**src/rtl/puf_pkg.sv**
```systemverilog
// -----------------------------------------------------------------------------
// puf_pkg
// Shared definitions for the PUF response reader: controller state encoding,
// the launch-pair encodings driven onto the delay chain, and the default
// challenge width (which equals the chain select width).
// -----------------------------------------------------------------------------
package puf_pkg;

  // Default challenge / chain select width.
  localparam int DEFAULT_CHAL_W = 32;

  // Launch pair driven onto the chain. Holding 2'b00 discharges the chain;
  // 2'b11 launches both edges of the race.
  localparam logic [1:0] LAUNCH_IDLE = 2'b00;
  localparam logic [1:0] LAUNCH_FIRE = 2'b11;

  typedef enum logic [2:0] {
    IDLE,
    LOAD,
    FIRE,
    SETTLE,
    SAMPLE,
    VOTE,
    RESP
  } state_e;

endpackage : puf_pkg

```
**src/rtl/puf_sync2.sv**
```systemverilog
// -----------------------------------------------------------------------------
// puf_sync2
// Two-flop synchronizer for a single asynchronous bit (the arbiter cell output).
// Ports:
//   clk   - sampling clock
//   rst_n - asynchronous active-low reset, both flops clear to 0
//   d_i   - asynchronous input
//   q_o   - synchronized output, two clk edges behind d_i
// -----------------------------------------------------------------------------
module puf_sync2 (
  input  logic clk,
  input  logic rst_n,
  input  logic d_i,
  output logic q_o
);

  logic meta_q;
  logic sync_q;

  // NOTE: sequential state uses non-blocking assignments so both flops sample
  // their inputs from before the edge; blocking here would collapse the chain
  // into a single flop.
  always_ff @(posedge clk or negedge rst_n) begin
    if (!rst_n) begin
      meta_q <= 1'b0;
      sync_q <= 1'b0;
    end else begin
      meta_q <= d_i;
      sync_q <= meta_q;
    end
  end

  assign q_o = sync_q;

endmodule : puf_sync2

```
**src/rtl/puf_response_reader.sv**
```systemverilog
// -----------------------------------------------------------------------------
// puf_response_reader
// Controller at the far end of the shuffle delay chain. Accepts a challenge,
// drives it onto the chain select bus, runs N_TRIALS races (discharge, launch,
// settle, sample), majority-votes the synchronized arbiter samples and returns
// the result over a valid/ready handshake.
// Ports:
//   clk, rst_n          - clock, asynchronous active-low reset
//   req_valid/req_ready - challenge handshake, req_chal is the challenge
//   sel                 - chain select bus, holds the last accepted challenge
//   launch              - race input pair to the chain
//   arb_in              - arbiter cell output, asynchronous to clk
//   rsp_valid/rsp_ready - response handshake
//   rsp_bit             - majority-vote response bit
//   rsp_ones            - number of trials that sampled 1
//   rsp_stable          - every trial sampled the same value
//   busy                - controller is not idle
// -----------------------------------------------------------------------------
module puf_response_reader
  import puf_pkg::*;
#(
  parameter int CHAL_W     = DEFAULT_CHAL_W,
  parameter int N_TRIALS   = 15,
  parameter int RST_CYC    = 4,
  parameter int SETTLE_CYC = 8,
  parameter int CNT_W      = $clog2(N_TRIALS + 1)
) (
  input  logic              clk,
  input  logic              rst_n,
  input  logic              req_valid,
  output logic              req_ready,
  input  logic [CHAL_W-1:0] req_chal,
  output logic [CHAL_W-1:0] sel,
  output logic [1:0]        launch,
  input  logic              arb_in,
  output logic              rsp_valid,
  input  logic              rsp_ready,
  output logic              rsp_bit,
  output logic [CNT_W-1:0]  rsp_ones,
  output logic              rsp_stable,
  output logic              busy
);

  // Counter widths are floored at 1 bit so N_TRIALS=1 or 1-cycle phases still
  // elaborate cleanly.
  localparam int CYC_MAX = (RST_CYC > SETTLE_CYC) ? RST_CYC : SETTLE_CYC;
  localparam int CYC_W   = (CYC_MAX > 1) ? $clog2(CYC_MAX) : 1;
  localparam int TRIAL_W = (N_TRIALS > 1) ? $clog2(N_TRIALS) : 1;

  localparam logic [CYC_W-1:0]   RST_LAST    = CYC_W'(RST_CYC - 1);
  localparam logic [CYC_W-1:0]   SETTLE_LAST = CYC_W'(SETTLE_CYC - 1);
  localparam logic [TRIAL_W-1:0] TRIAL_LAST  = TRIAL_W'(N_TRIALS - 1);
  localparam logic [CNT_W-1:0]   HALF        = CNT_W'(N_TRIALS / 2);
  localparam logic [CNT_W-1:0]   ALL_ONES    = CNT_W'(N_TRIALS);

  logic arb_sync;

  puf_sync2 u_sync (
    .clk   (clk),
    .rst_n (rst_n),
    .d_i   (arb_in),
    .q_o   (arb_sync)
  );

  state_e              state_q;
  logic [CHAL_W-1:0]   sel_q;
  logic [1:0]          launch_q;
  logic                req_ready_q;
  logic                busy_q;
  logic                rsp_valid_q;
  logic                rsp_bit_q;
  logic [CNT_W-1:0]    rsp_ones_q;
  logic                rsp_stable_q;
  logic [TRIAL_W-1:0]  trial_cnt_q;
  logic [CNT_W-1:0]    ones_cnt_q;
  logic [CYC_W-1:0]    cycle_cnt_q;

  // Every output is a flop updated on the transition into the state that owns
  // it, so launch and the response fields never glitch toward the chain or
  // the consumer.
  always_ff @(posedge clk or negedge rst_n) begin
    if (!rst_n) begin
      state_q      <= IDLE;
      sel_q        <= '0;
      launch_q     <= LAUNCH_IDLE;
      req_ready_q  <= 1'b1;
      busy_q       <= 1'b0;
      rsp_valid_q  <= 1'b0;
      rsp_bit_q    <= 1'b0;
      rsp_ones_q   <= '0;
      rsp_stable_q <= 1'b0;
      trial_cnt_q  <= '0;
      ones_cnt_q   <= '0;
      cycle_cnt_q  <= '0;
    end else begin
      case (state_q)
        IDLE: begin
          if (req_valid && req_ready_q) begin
            sel_q       <= req_chal;
            trial_cnt_q <= '0;
            ones_cnt_q  <= '0;
            cycle_cnt_q <= '0;
            req_ready_q <= 1'b0;
            busy_q      <= 1'b1;
            state_q     <= LOAD;
          end
        end

        LOAD: begin
          if (cycle_cnt_q == RST_LAST) begin
            cycle_cnt_q <= '0;
            launch_q    <= LAUNCH_FIRE;
            state_q     <= FIRE;
          end else begin
            cycle_cnt_q <= cycle_cnt_q + CYC_W'(1);
          end
        end

        FIRE: begin
          state_q <= SETTLE;
        end

        SETTLE: begin
          if (cycle_cnt_q == SETTLE_LAST) begin
            cycle_cnt_q <= '0;
            state_q     <= SAMPLE;
          end else begin
            cycle_cnt_q <= cycle_cnt_q + CYC_W'(1);
          end
        end

        SAMPLE: begin
          // Bounded by N_TRIALS, which CNT_W always holds, so no wrap.
          ones_cnt_q <= ones_cnt_q + CNT_W'(arb_sync);
          if (trial_cnt_q == TRIAL_LAST) begin
            state_q <= VOTE;
          end else begin
            trial_cnt_q <= trial_cnt_q + TRIAL_W'(1);
            launch_q    <= LAUNCH_IDLE;
            state_q     <= LOAD;
          end
        end

        VOTE: begin
          rsp_bit_q    <= (ones_cnt_q > HALF);
          rsp_stable_q <= (ones_cnt_q == '0) || (ones_cnt_q == ALL_ONES);
          rsp_ones_q   <= ones_cnt_q;
          rsp_valid_q  <= 1'b1;
          state_q      <= RESP;
        end

        RESP: begin
          // req_ready only returns on the edge that completes the response
          // handshake, so a new request can never overlap it.
          if (rsp_ready) begin
            rsp_valid_q <= 1'b0;
            req_ready_q <= 1'b1;
            busy_q      <= 1'b0;
            launch_q    <= LAUNCH_IDLE;
            state_q     <= IDLE;
          end
        end

        default: begin
          state_q <= IDLE;
        end
      endcase
    end
  end

  assign req_ready  = req_ready_q;
  assign sel        = sel_q;
  assign launch     = launch_q;
  assign rsp_valid  = rsp_valid_q;
  assign rsp_bit    = rsp_bit_q;
  assign rsp_ones   = rsp_ones_q;
  assign rsp_stable = rsp_stable_q;
  assign busy       = busy_q;

endmodule : puf_response_reader

```
**config.mk**
```make
export PLATFORM = sky130hd
export DESIGN_NAME = puf_response_reader
export DESIGN_NICKNAME = d
export VERILOG_FILES = /design/src/rtl/puf_pkg.sv /design/src/rtl/puf_sync2.sv /design/src/rtl/puf_response_reader.sv
export SDC_FILE = /design/constraint.sdc
export NUM_CORES = 1
export LEC_CHECK = 0
export ABC_AREA = 1
export BUFFER_PORTS_ARGS = -buffer_cell sky130_fd_sc_hd__clkbuf_2
export CAP_MARGIN = 15
export CORE_ASPECT_RATIO = 0.7
export CORE_UTILIZATION = 50
export CTS_BUF_LIST = sky130_fd_sc_hd__clkbuf_8
export CTS_CLUSTER_SIZE = 10
export DETAILED_ROUTE_END_ITERATION = 16
export PLACE_DENSITY = 0.85
export SLEW_MARGIN = 15
export SYNTH_ARGS = -nofsm -noshare
export SYNTH_HDL_FRONTEND = slang
export SYNTH_HIERARCHICAL = 1
export SYNTH_SLANG_ARGS = --single-unit
```
**constraint.sdc**
```tcl
create_clock -name clk -period 1.5 [get_ports clk]
set_input_delay 0.15 -clock clk [delete_from_list [all_inputs] [get_ports clk]]
set_output_delay 0.15 -clock clk [all_outputs]
set_load 0.01 [all_outputs]
```
# Word-level counts from Yosys, hierarchy flattened
# Index checks and enable logic that the tools add are counted.
[classes]
add_sub_neg = 3
magnitude_cmp = 1
n_eq_ne = 15
mux = 25
n_reduce_logical = 17
[op_table]
columns = ["operator", "count"]
rows = [
  ["2-to-1 mux 3 bit", 8],
  ["case mux 3 bit (7 select lines)", 1],
  ["case mux 4 bit (2 select lines)", 2],
  ["== test 3 bit (second input constant)", 4],
  ["!= test 2 bit (second input constant)", 5],
  ["== test 3 x 2 -> 1 bit (second input constant)", 3],
  ["case mux 3 bit (3 select lines)", 1],
  ["== test 4 bit (second input constant)", 2],
  ["2-to-1 mux 4 bit", 2],
  ["AND reduction 2 bit", 4],
  ["AND reduction 4 bit", 2],
  ["2-to-1 mux 2 bit", 3],
  ["case mux 1 bit (2 select lines)", 3],
  ["case mux 2 bit (3 select lines)", 1],
  ["AND reduction 3 bit", 2],
  ["nonzero test 2 bit", 3],
  ["nonzero test 3 bit", 2],
  ["adder 4 x 1 -> 4 bit", 1],
  ["adder 4 x 1 -> 4 bit (second input constant)", 1],
  ["> comparator 4 x 3 -> 1 bit (second input constant)", 1],
  ["logical NOT 4 bit", 1],
  ["2-to-1 mux 1 bit", 4],
  ["adder 3 x 1 -> 3 bit (second input constant)", 1],
  ["== test 3 x 1 -> 1 bit (second input constant)", 1],
  ["3 further kinds", 3],
]
[word_totals]
ff_bits = 59
in_bits = 37
out_inout_bits = 43
elab_cells = 75

# Depth between registers and ports, before layout
# Gate-level depths: netlist of run 1.
[depth]
depth_word = 3
depth_mapped = 8
mapped_depth_nobuf = 8

# Hierarchy
# The synthesis of run 1 kept the hierarchy.
[modules_own_cells]
columns = ["mod", "n_inst", "cells_per_inst", "area_each_um2", "seq_area_each_um2"]
rows = [
  ["puf_response_reader", 1, 305, 2632.5, 1402.6],
  ["puf_sync2", 1, 2, 50.0, 50.0],
]

# Worst setup path before layout of run 1
# OpenSTA, ideal clock, no wires.
[synth_timing]
path_type = "reg-to-reg"
start = "register req_ready_q, in the netlist req_ready"
end = "register sel_q[0], in the netlist sel[0]"
setup_ps = 66
arrival_time_ps = 1142
required_ps = 1434
slack_ps = 292
stages_incl_launch_ff = 6
n_path_buf = 1
cell_sequence = "dfstp_2 -> nand2_1 -> clkinv_2 -> clkbuf_1 -> nand3_1 -> nand2_1"
[synth_via]
elab_chain_len = 2
[synth_rtl]
columns = ["item", "line_no", "text"]
rows = [
  ["from (decl)", "puf_response_reader.sv:68", "logic req_ready_q;"],
  ["from (signal assigned)", "puf_response_reader.sv:86", "req_ready_q <= 1'b1;"],
  ["from (signal assigned)", "puf_response_reader.sv:103", "req_ready_q <= 1'b0;"],
  ["from (signal assigned)", "puf_response_reader.sv:157", "req_ready_q <= 1'b1;"],
  ["logical AND 1 bit", "puf_response_reader.sv:98", "if (req_valid && req_ready_q) begin"],
  ["AND reduction 2 bit (no source line)", "-", ""],
  ["to (signal assigned)", "puf_response_reader.sv:99", "sel_q <= req_chal;"],
  ["to (decl)", "puf_response_reader.sv:66", "logic [CHAL_W-1:0] sel_q;"],
]
# Every way passes these cells.
# A chain may end at the register's enable or synchronous reset.

# Worst setup path in the final report of run 1
[layout_timing]
start = "register state_q[2]"
end = "register sel_q[13], in the netlist sel[13]"
[layout_via]
elab_chain_len = 2
[layout_rtl]
columns = ["item", "line_no", "text"]
rows = [
  ["from (decl)", "puf_response_reader.sv:65", "state_e state_q;"],
  ["from (signal assigned)", "puf_response_reader.sv:83", "state_q <= IDLE;"],
  ["from (signal assigned)", "puf_response_reader.sv:105", "state_q <= LOAD;"],
  ["from (signal assigned)", "puf_response_reader.sv:113", "state_q <= FIRE;"],
  ["logical NOT 3 bit", "puf_response_reader.sv:96", "case (state_q)"],
  ["AND reduction 2 bit (no source line)", "-", ""],
]
# Every way passes these cells.

==> results of run 1 <==
[registers in the layout, summed over array words and instances (netlist names)]
| signal | flops |
|---|---|
| busy | 1 |
| cycle_cnt_q | 3 |
| launch | 1 |
| ones_cnt_q | 4 |
| req_ready | 1 |
| rsp_bit | 1 |
| rsp_ones | 4 |
| rsp_stable | 1 |
| rsp_valid | 1 |
| sel | 32 |
| state_q | 3 |
| trial_cnt_q | 4 |
| u_sync/meta_q | 1 |
| u_sync/q_o | 1 |
[stage by stage]
| step | hold slack, ns | worst slack, ns | cell area (um2) | util [%] | total power (uW) |
|---|---|---|---|---|---|
| after floorplan | -0.146 | 0.292 | 2680 | - | 4360 |
| after global placement | 0.180 | 0.198 | 3130 | 63.1 | 5160 |
| after detailed placement | 0.181 | 0.149 | 3130 | 63.1 | 5260 |
| after CTS | 0.0347 | 0.136 | 3350 | 67.4 | 6680 |
| after global routing | 0.0354 | 0.00396 | 3350 | 67.4 | 7200 |
| final | 0.0492 | 0.132 | 3350 | 67.4 | 6620 |
[metal layers]
layer	wire length [um]	GRT usage [%]	vias up	share of wire, %
met3	336	9.17	6	6.2
met5	0	0	-	0
met1	2660	29.9	1026	49
li1	-	-	1148	-
met4	82	6.15	0	1.5
met2	2310	31.7	72	43
[area by class of cell]
cell class                 count  share of cell area [%]
sequential                    58                    43.4
multi-input combinational    212                    31.0
timing repair buffer          88                    14.3
clock buffer                  11                    4.52
tap                           69                    2.58
clock inverter                 5                    1.38
inverter                      23                    2.76
[worst max path at each step]
stage / startpoint / endpoint / cells past startpoint
2_1_floorplan: req_ready / sel[0] / 5
3_3_place_gp: state_q[2] / sel[26] / 7
3_5_place_dp: state_q[2] / sel[8] / 7
4_1_cts: state_q[2] / sel[8] / 7
5_1_grt: cycle_cnt_q[0] / state_q[1] / 8
6_report: state_q[2] / sel[13] / 7
[logic make-up after synthesis]
logic type,after synthesis,share of synthesized area [%]
xor gates and xnor gates,1,0.327
and+or+nand+nor,184,30.8
buffers and inverters,37,7.09
AOI/OAI and AO/OA,20,4.34
adders and majority gates,7,3.26
DFF,58,54.2
[cell usage in the layout (no fill, tap or decap)]
master         Yosys  final
buf_12             0      1
o21a_1             2      2
nand3_1           49     49
nor3_1             1      1
nor2_2             3      3
clkinv_2           1      2
buf_4              5      6
dfstp_2            1      1
a21oi_1            5      5
o21ai_0            7      7
nor2_1            14     14
ha_1               7      7
nand4_1            3      3
inv_2              2      2
nand2_2            2      2
inv_1             18     21
o21ai_2            2      2
nor2_8             1      1
clkbuf_2           0     79
a21oi_2            1      1
xnor2_1            1      1
nand2_1          106    106
dfrtp_1           57     57
inv_4              2      2
clkbuf_8           0     11
nand2_4            4      4
dlygate4sd3_1      0      2
nor2_4             1      1
bufinv_16          0      1
o21ai_1            3      3
[power groups by stage]
stage	Sequential, uW	Combinational [uW]	Clock, uW
6_report	2650	2570	1390
5_1_grt	2740	2940	1530
4_1_cts	2650	2600	1430
3_5_place_dp	2660	2600	0
3_3_place_gp	2650	2520	0
2_1_floorplan	2790	1580	0
[critical path, stage by stage, from the launching register on]
cell and delay (ns):
dfrtp_1 0.49, inv_2 0.11, nand2_4 0.10, inv_4 0.04, nand2_4 0.12, buf_4 0.28
nand2_1 0.09, nand2_1 0.07
==> metrics.txt, run 1 <==
post-synthesis sequential area ratio=54.2%; Req. time, crit path=1.76 ns; drt wl/cell=11.6 um; P_sw=about 2600 uW; syn_area_per_cell=approximately 9 um2; crit path max fanout=23; Clock Latency Late Sink=0.33 ns; PwrDens=between 1500 and 2000 mW/mm2; flop2flop setup slack=0.13 ns; max_slew headroom=between 70% and 80%; final WL=about 5.4 mm; Worst setup SP type=register; Pre-Repair DR Iteration Count=4; H-tree depth=3; Gates resized, CTS repair=0; Inserted Clock Buffers=9; initial antenna violation count=0; RSZ-0062 raised after global routing=no; dominant cells by area after synthesis=dfrtp_1 53%, nand2_1 15%, nand3_1 9.1%; # DRC=0; maxcap violations=0; area of the multi-input gates=~0.0010 mm2; Final setup viols=0; Critical Path AT=1.63 ns; Tot GR Track Use=21.8%; Setup crit end kind=register; Fin Clk Skew=~0.0064 ns; Layout fillers=around 410; Synth area leader=dfrtp_1; first-pass GRT wire length=roughly 9.2 mm; clock transition at the registers of the reported paths=0.06 ns; clock network power share=around a fifth; worst r2r src=state_q[2]; input/output buffers=79; Die X=89.5 um; DR vias/cell=a little under 5; Mapped Nets=351; cell row count=21; Chip Height=63.3 um; Slew Viols, Final=0; f_max=0.731 GHz; DRT antenna net count=0; P_leak=0.00191 uW; count of final hold-check violations=0; Final min period=about 1.4 ns; Initial Util=between 50 and 60%; CTS root buf=clkbuf_8; Logic pwr share=~39%; Tcrit/Tclk final=91.2%; capturing point of the worst reg2reg path=sel[13]; largest net degree at the start of global routing=just under 60; hold_buf cts=2; fraction of layout instances using a drive strength above 1=approximately 30%; maximum VDD drop=roughly 1.4 mV; post-synthesis register bit count=58; area grow syn2layout=24.9%; routed via count=between 2,000 and 2,500; top cells by count, synth=106 x nand2_1, 57 x dfrtp_1, 49 x nand3_1, 18 x inv_1, 14 x nor2_1; hpwl dp=approximately 3.9 mm; Clock Tree Buf Depth=2; FF+latch area=roughly 0.0015 mm2; Mapped Cells=307; I/O pin cnt=80; Post-synth EDFFs=0; non-filler cells, final=about 470; fin nets=436; remaining global-route overflow=0; Placed Cells=approximately 450; vias in the first global route=2,050; Hold Path Sink=sel[20]; # diodes=0; Distinct cells, synth=28; Yosys warning count=6; FF-to-FF path depth=7; count leader, synth=nand2_1; CTS sink cnt=58; 1st-iter DRT viols=around 110; Placer Congestion=between 0.8 and 0.9; hold-critical path depth=3; synthesized area=~0.0027 mm2; part of the power in registers=about 40%; TritonCTS clock tree=built; worst hold path class=primary input to register; Primary FF master, synth=dfrtp_1; Synth top area share=around 53%; Slew @ Worst Pin=0.325 ns; Setup TNS=0 ns; Core Area=between 0.004 and 0.005 mm2; switching share of power=about two fifths; CP Class=register to register; Die Area=roughly 0.0057 mm2; status=finished, final reports clean; P_int=4000 uW; ys async rst share=100%; Setup Fix Bufs, Post-CTS=0; min-delay src=req_chal[20]
(Power assumes the default switching activity.)
==> run 2, diff against run 1 <==
Settings changed: CORE_UTILIZATION 50 to 48.
Clock period 1.5 ns to 1.2 ns, I/O delays scaled along.
==> run 2 against run 1 <==
Compared with the run above: the flow now finishes with violations (negative setup slack); largest cell class unchanged; critical path depth unchanged; clock skew increased by 0.0011 ns; power increased by 47%; core utilization increased by 7.2 points; critical endpoint is now ones_cnt_q[3]; clock-buffer cell count increased by 2; sequential cell count unchanged; wire length increased by 32%; maximum frequency increased by 9.6%; sequential share of layout area decreased by 6.7 points.
==> metrics.txt, run 2 (synthesis gave the netlist of run 1 again) <==
remaining global-route overflow=0 (unchanged); largest net degree at the start of global routing=33 (-44%); min-delay src=req_chal[27]; clock transition at the registers of the reported paths=0.07 ns (about the same); crit path max fanout=8 (-65%); CTS sink cnt=58 (unchanged); cell row count=22 (+4.8%); Final min period=1.25 ns (-0.119 ns); Clock Tree Buf Depth=2 (unchanged); Critical Path AT=1.47 ns (-0.16 ns); max incr delay on CP=0.43 ns (-0.06 ns); first-pass GRT wire length=10.4 mm (+13%); Pre-Repair DR Iteration Count=4 (unchanged); commonest non-fill, non-tap cells in the layout=78 x clkbuf_2, 61 x nand2_1, 55 x dfrtp_1; routed via count=2,504 (+11%); H-tree depth=3 (unchanged); final hold slack=0.0107 ns (-0.0385 ns); slowest CP cell=dfrtp_1; Slew Viols, Final=0 (unchanged); Finished Core Util=74.6% (+7.2 points); Fin Clk Skew=0.00744 ns (+0.00107 ns); vias in the first global route=2,316 (+13%); worst r2r src=state_q[1]; Layout fillers=364 (-11%); P_leak=0.00208 uW (+8.9%); cell area after layout=0.00397 mm2 (+18%); Placer Congestion=0.906 (+9.1%); Core Area=0.00531 mm2 (+7.0%); Setup crit end kind=register; DR vias/cell=5.09 (+5.3%); Place WS=-0.0937 ns (-0.243 ns); input/output buffers=79 (unchanged); fin nets=460 (+5.5%); FF+latch area=0.00146 mm2 (+0.17%); Setup crit start=state_q[1]; fraction of layout instances using a drive strength above 1=50.5% (+21 points); Largest register FFs=32 (unchanged); final WL=7.10 mm (+32%); Inserted Clock Buffers=9 (unchanged); Final setup viols=38 (+38); initial antenna violation count=0 (unchanged); final worst slack=-0.0483 ns (-0.181 ns); Die Area=0.00590 mm2 (+4.0%); f_max=0.801 GHz (+9.6%); max_slew headroom=72.7% (-5.6 points); Req. time, crit path=1.42 ns (-0.34 ns); area grow syn2layout=47.8%; maximum VDD drop=1.56 mV (+14%); Chip Height=64.5 um (+2.0%); maxcap violations=0 (unchanged); RSZ-0062 raised after global routing=yes; crit-path cells=nor2_4, nand2_4, inv_6, nand2_8, buf_6, a21oi_2, nor2_1; Clock Latency Late Sink=0.33 ns (about the same); worst hold path class=primary input to register; PwrDens=2460 mW/mm2 (+24%); # DRC=0 (unchanged); DRT antenna net count=0 (unchanged); status=finished with violations; failing checks=negative setup slack; CP Class=register to register; drt wl/cell=14.4 um (+25%); TritonCTS clock tree=built; most common cell after layout, fill and taps aside=clkbuf_2; Placed Area=0.00329 mm2 (+5.1%); Worst setup SP type=register; Initial Util=50.5% (-3.5 points); Die X=91.4 um (+2.0%); hpwl dp=4.17 mm (+7.2%); total power=9740 uW (+47%); Tot GR Track Use=22.7% (+0.86 points); I/O pin cnt=80 (unchanged); 1st-iter DRT viols=130 (+21%); # diodes=0 (unchanged); Tcrit/Tclk final=104% (+13 points); area of the multi-input gates=0.00134 mm2 (+29%); Slew @ Worst Pin=0.409 ns (+0.0842 ns); count of final hold-check violations=0 (unchanged); CTS root buf=clkbuf_8
==> run 2: changes by cell type in the layout (fill, tap and decap cells not counted), sizes merged <==
cell,delta
buf,+23
bufinv,-1
clkbuf,+3
clkinv,-1
clkinvlp,+1
inv,-2
==> run 2: repair_timing <==
item | 4_1_cts | 5_1_grt
hold buffers | 2 | 0
setup buffers | 4 | 3
gates resized for setup | 17 | 88
hold endpoints to repair | 11 | 0
gates cloned | 0 | 3
setup endpoints to repair | 50 | 56
pin swaps | 2 | 17
==> run 2: final cells by class <==
cell class	count	area share, %
clock buffer	13	4.51
clock inverter	2	0.284
inverter	23	2.62
multi-input combinational	212	33.8
sequential	58	36.7
tap	72	2.27
timing repair buffer	112	19.8
==> run 2: per-layer routing <==
metal	global-route usage, %	wire length (um)	up-vias
li1	-	-	1194
met1	29.2	2950	1206
met2	37.4	3580	85
met3	6.57	401	19
met4	7.34	161	0
met5	0	0	-
==> run 2: worst max-delay path, delay by kind of cell (launching register included) <==
kind | cells | cell delay, ns
compound gates | 1 | 0.11
buf+inv | 2 | 0.22
simple gates | 4 | 0.37
flops | 1 | 0.43
==> run 2: stage by stage <==
| step | setup TNS (ns) | instances |
|---|---|---|
| detailed placement | -1.07 | 465 |
| finish | -0.966 | 492 |
| floorplan | -0.235 | 307 |
| CTS | -0.136 | 486 |
| global placement | -0.0894 | 465 |
| global route | -3.86 | 492 |
==> run 2: final timing paths <==
path	endpoint	slack, ns	cells after the start
setup / recovery	ones_cnt_q[3]	-0.05	7
hold / removal	sel[27]	0.01	3
setup reg to reg	ones_cnt_q[3]	-0.05	7
hold reg to reg	u_sync/q_o	0.36	0
max in group asynchronous	state_q[0]	0.48	3
min in group asynchronous	rsp_ones[3]	0.25	2
==> run 2: power breakdown <==
| group | switching [uW] | leakage, uW | internal, uW |
|---|---|---|---|
| sequential | 720 | 0.000733 | 2750 |
| combinational | 2560 | 0.00125 | 2030 |
| clock | 739 | 0.0000989 | 957 |
| total | 4020 | 0.00208 | 5730 |
==> run 3, diff against run 2 <==
Settings changed: ABC_AREA 1 to unset.
==> run 3 against run 2 <==
Compared with the run above: the flow still finishes with violations (negative setup slack); clock skew is 0.0021 ns higher; wire length is 6.7% lower; first-iteration DRC count is 18% higher; clock power is 19% higher.
==> metrics.txt, run 3 <==
failing checks=negative setup slack; final WL=6.62 mm (-6.7%); drt wl/cell=16.9 um (+17%); maxcap violations=0 (unchanged); fin nets=359 (-22%); Largest register FFs=32 (unchanged); initial antenna violation count=0 (unchanged); Synth area leader=dfrtp_1; CTS sink cnt=58 (unchanged); PwrDens=1080 mW/mm2 (-56%); DRT antenna net count=0 (unchanged); I/O pin cnt=80 (unchanged); Fin Clk Skew=0.00955 ns (+0.00212 ns); syn_area_per_cell=13.9 um2 (+59%); ys async rst share=100% (unchanged); Mapped Nets=234 (-33%); input/output buffers=79 (unchanged); count of final hold-check violations=0 (unchanged); final worst slack=-0.413 ns (-0.365 ns); cell area after layout=0.00394 mm2 (-0.76%); clock transition at the registers of the reported paths=0.07 ns (about the same); Post-Synth Adder-Cell Area=3.32% (+0.056 points); area grow syn2layout=49.2%; maximum VDD drop=0.848 mV (-46%); Tcrit/Tclk final=134% (+30 points); P_leak=0.00204 uW (-1.8%); Initial Util=50.2% (-0.33 points); CP Class=register to register; Clock Latency Late Sink=0.34 ns (about the same); Clock Tree Buf Depth=2 (unchanged); RSZ-0062 raised after global routing=yes; Final setup viols=55 (+45%); first-pass GRT wire length=10.4 mm (-0.53%); XOR/XNOR Fraction of Synth Area=0.332% (+0.0056 points); max_slew headroom=68.3% (-4.4 points); worst hold path class=primary input to register; DR vias/cell=5.12 (+0.65%); Chip Height=64.0 um (-0.81%); status=finished with violations; synthesized area=0.00264 mm2 (-1.7%); 1st-iter DRT viols=154 (+18%); Setup crit end kind=register; Die X=90.6 um (-0.82%); TritonCTS clock tree=built; most common cell after layout, fill and taps aside=clkbuf_2; Core Area=0.00526 mm2 (-1.0%); # DRC=0 (unchanged); Req. time, crit path=1.42 ns (about the same); Yosys warning count=6 (unchanged); Distinct cells, synth=42 (+50%); largest family of logic cells by synthesized area=multiplexers; cell row count=22 (unchanged); crit path max fanout=6 (-2); vias in the first global route=2,088 (-9.8%); Layout fillers=326 (-10%); Primary FF master, synth=dfrtp_1; Post-synth EDFFs=0 (unchanged); commonest non-fill, non-tap cells in the layout=78 x clkbuf_2, 56 x dfrtp_1, 33 x mux2_4; routed via count=2,008 (-20%); Final min period=1.61 ns (+0.365 ns); post-synthesis sequential area ratio=55.1% (+0.92 points); hpwl dp=3.98 mm (-4.8%); largest net degree at the start of global routing=25 (-24%); H-tree depth=3 (unchanged); Placed Area=0.00328 mm2 (-0.23%); dominant cells by area after synthesis=dfrtp_1 54%, mux2_4 15%, mux2_2 4.7%; Placer Congestion=0.784 (-13%); top cells by count, synth=57 x dfrtp_1, 26 x mux2_4, 12 x nand2_1, 11 x mux2_2, 10 x o21ai_0; area share of and/or/nand/nor cells after synthesis=7.97% (-23 points); Critical Path AT=1.83 ns (+0.36 ns); # diodes=0 (unchanged); count leader, synth=dfrtp_1; Inserted Clock Buffers=9 (unchanged); mux share of post-synthesis cell area=20.6% (+21 points); Slew Viols, Final=0 (unchanged); f_max=0.620 GHz (-23%); final hold slack=0.0107 ns (-0.0000498 ns); Tot GR Track Use=23.8% (+1.1 points); Pre-Repair DR Iteration Count=4 (unchanged); CTS root buf=clkbuf_8; Worst setup SP type=register; Mapped Cells=190 (-38%); remaining global-route overflow=0 (unchanged); post-synthesis register bit count=58 (unchanged); Die Area=0.00580 mm2 (-1.6%); fraction of layout instances using a drive strength above 1=62.2% (+12 points); Synth top area share=54.1% (+0.91 points); Slew @ Worst Pin=0.475 ns (+0.0664 ns); post-synthesis compound-gate area fraction=8.40% (+4.1 points)
==> run 3: cell types whose count changed after synthesis, sizes merged, moves of 3 or more <==
cell	before	now
buf	11	8
nand3	49	3
a21o	0	4
nand2	112	12
nor3	1	4
nand3b	0	3
inv	22	3
nor2	19	4
mux2i	0	3
mux2	0	37
==> run 3: final cells by class <==
cell class                      instances  area (um2)  area share [%]
Sequential cell                        58        1450            36.9
Tap cell                               72        90.1            2.29
Clock buffer                           10         138            3.50
Clock inverter                          6        88.8            2.26
Timing Repair Buffer                  124         882            22.4
Inverter                                3        11.3           0.286
Multi-Input combinational cell        119        1270            32.3
==> run 3: what timing repair did <==
action / in CTS / in global routing
hold buffers: 3 / 4
setup endpoints to repair: 55 / 57
resized for setup: 34 / 26
cloned: 1 / 1
pin swaps: 10 / 19
buffers inserted: 8 / 6
hold endpoints to repair: 16 / 4
==> run 3: cells by family after synthesis <==
group | Yosys count
simple gates | 37
flops | 58
mux | 40
xor+xnor | 1
fa+ha+maj | 7
compound gates | 34
buf+inv | 13
==> run 3: final timing paths <==
kind,from,endpoint,slack [ns],cells after the start
min in group asynchronous,rst_n,sel[29],0.27,2
hold reg to reg,u_sync/meta_q,u_sync/q_o,0.36,0
max in group asynchronous,rst_n,ones_cnt_q[0],0.43,3
setup / recovery,state_q[1],sel[16],-0.41,4
setup reg to reg,state_q[1],sel[16],-0.41,4
hold / removal,req_chal[29],sel[29],0.01,2
==> run 3: worst max-delay path: stages, from the launching register on <==
cell,delay [ns]
dfrtp_1,0.40
or3_4,0.41
nor2_8,0.17
buf_4,0.20
mux2_4,0.31
==> run 3: power breakdown <==
| part | switching, uW | internal (uW) |
|---|---|---|
| sequential | 14.3 | 1980 |
| combinational | 118 | 127 |
| clock | 803 | 1230 |
| total | 935 | 3330 |
==> run 3: routing by layer <==
layer  GRT usage, %  up-vias  part of all wire (%)
met3           7.26       11                   5.7
li1               -      943                     -
met5              0        -                     0
met1           29.5      976                    41
met2           39.1       78                    52
met4           9.48        0                   1.0
==> run 3: through the flow <==
step	instances	util, %	total power, uW	worst slack (ns)	setup TNS [ns]
floorplan	190	-	2060	-0.548	-18.87
global placement	357	62.4	2210	-0.410	-14.71
detailed placement	357	62.4	2230	-0.453	-16.10
CTS	384	71.8	4260	-0.390	-14.48
global route	392	74.8	4440	-0.451	-18.62
finish	392	74.8	4270	-0.413	-16.30
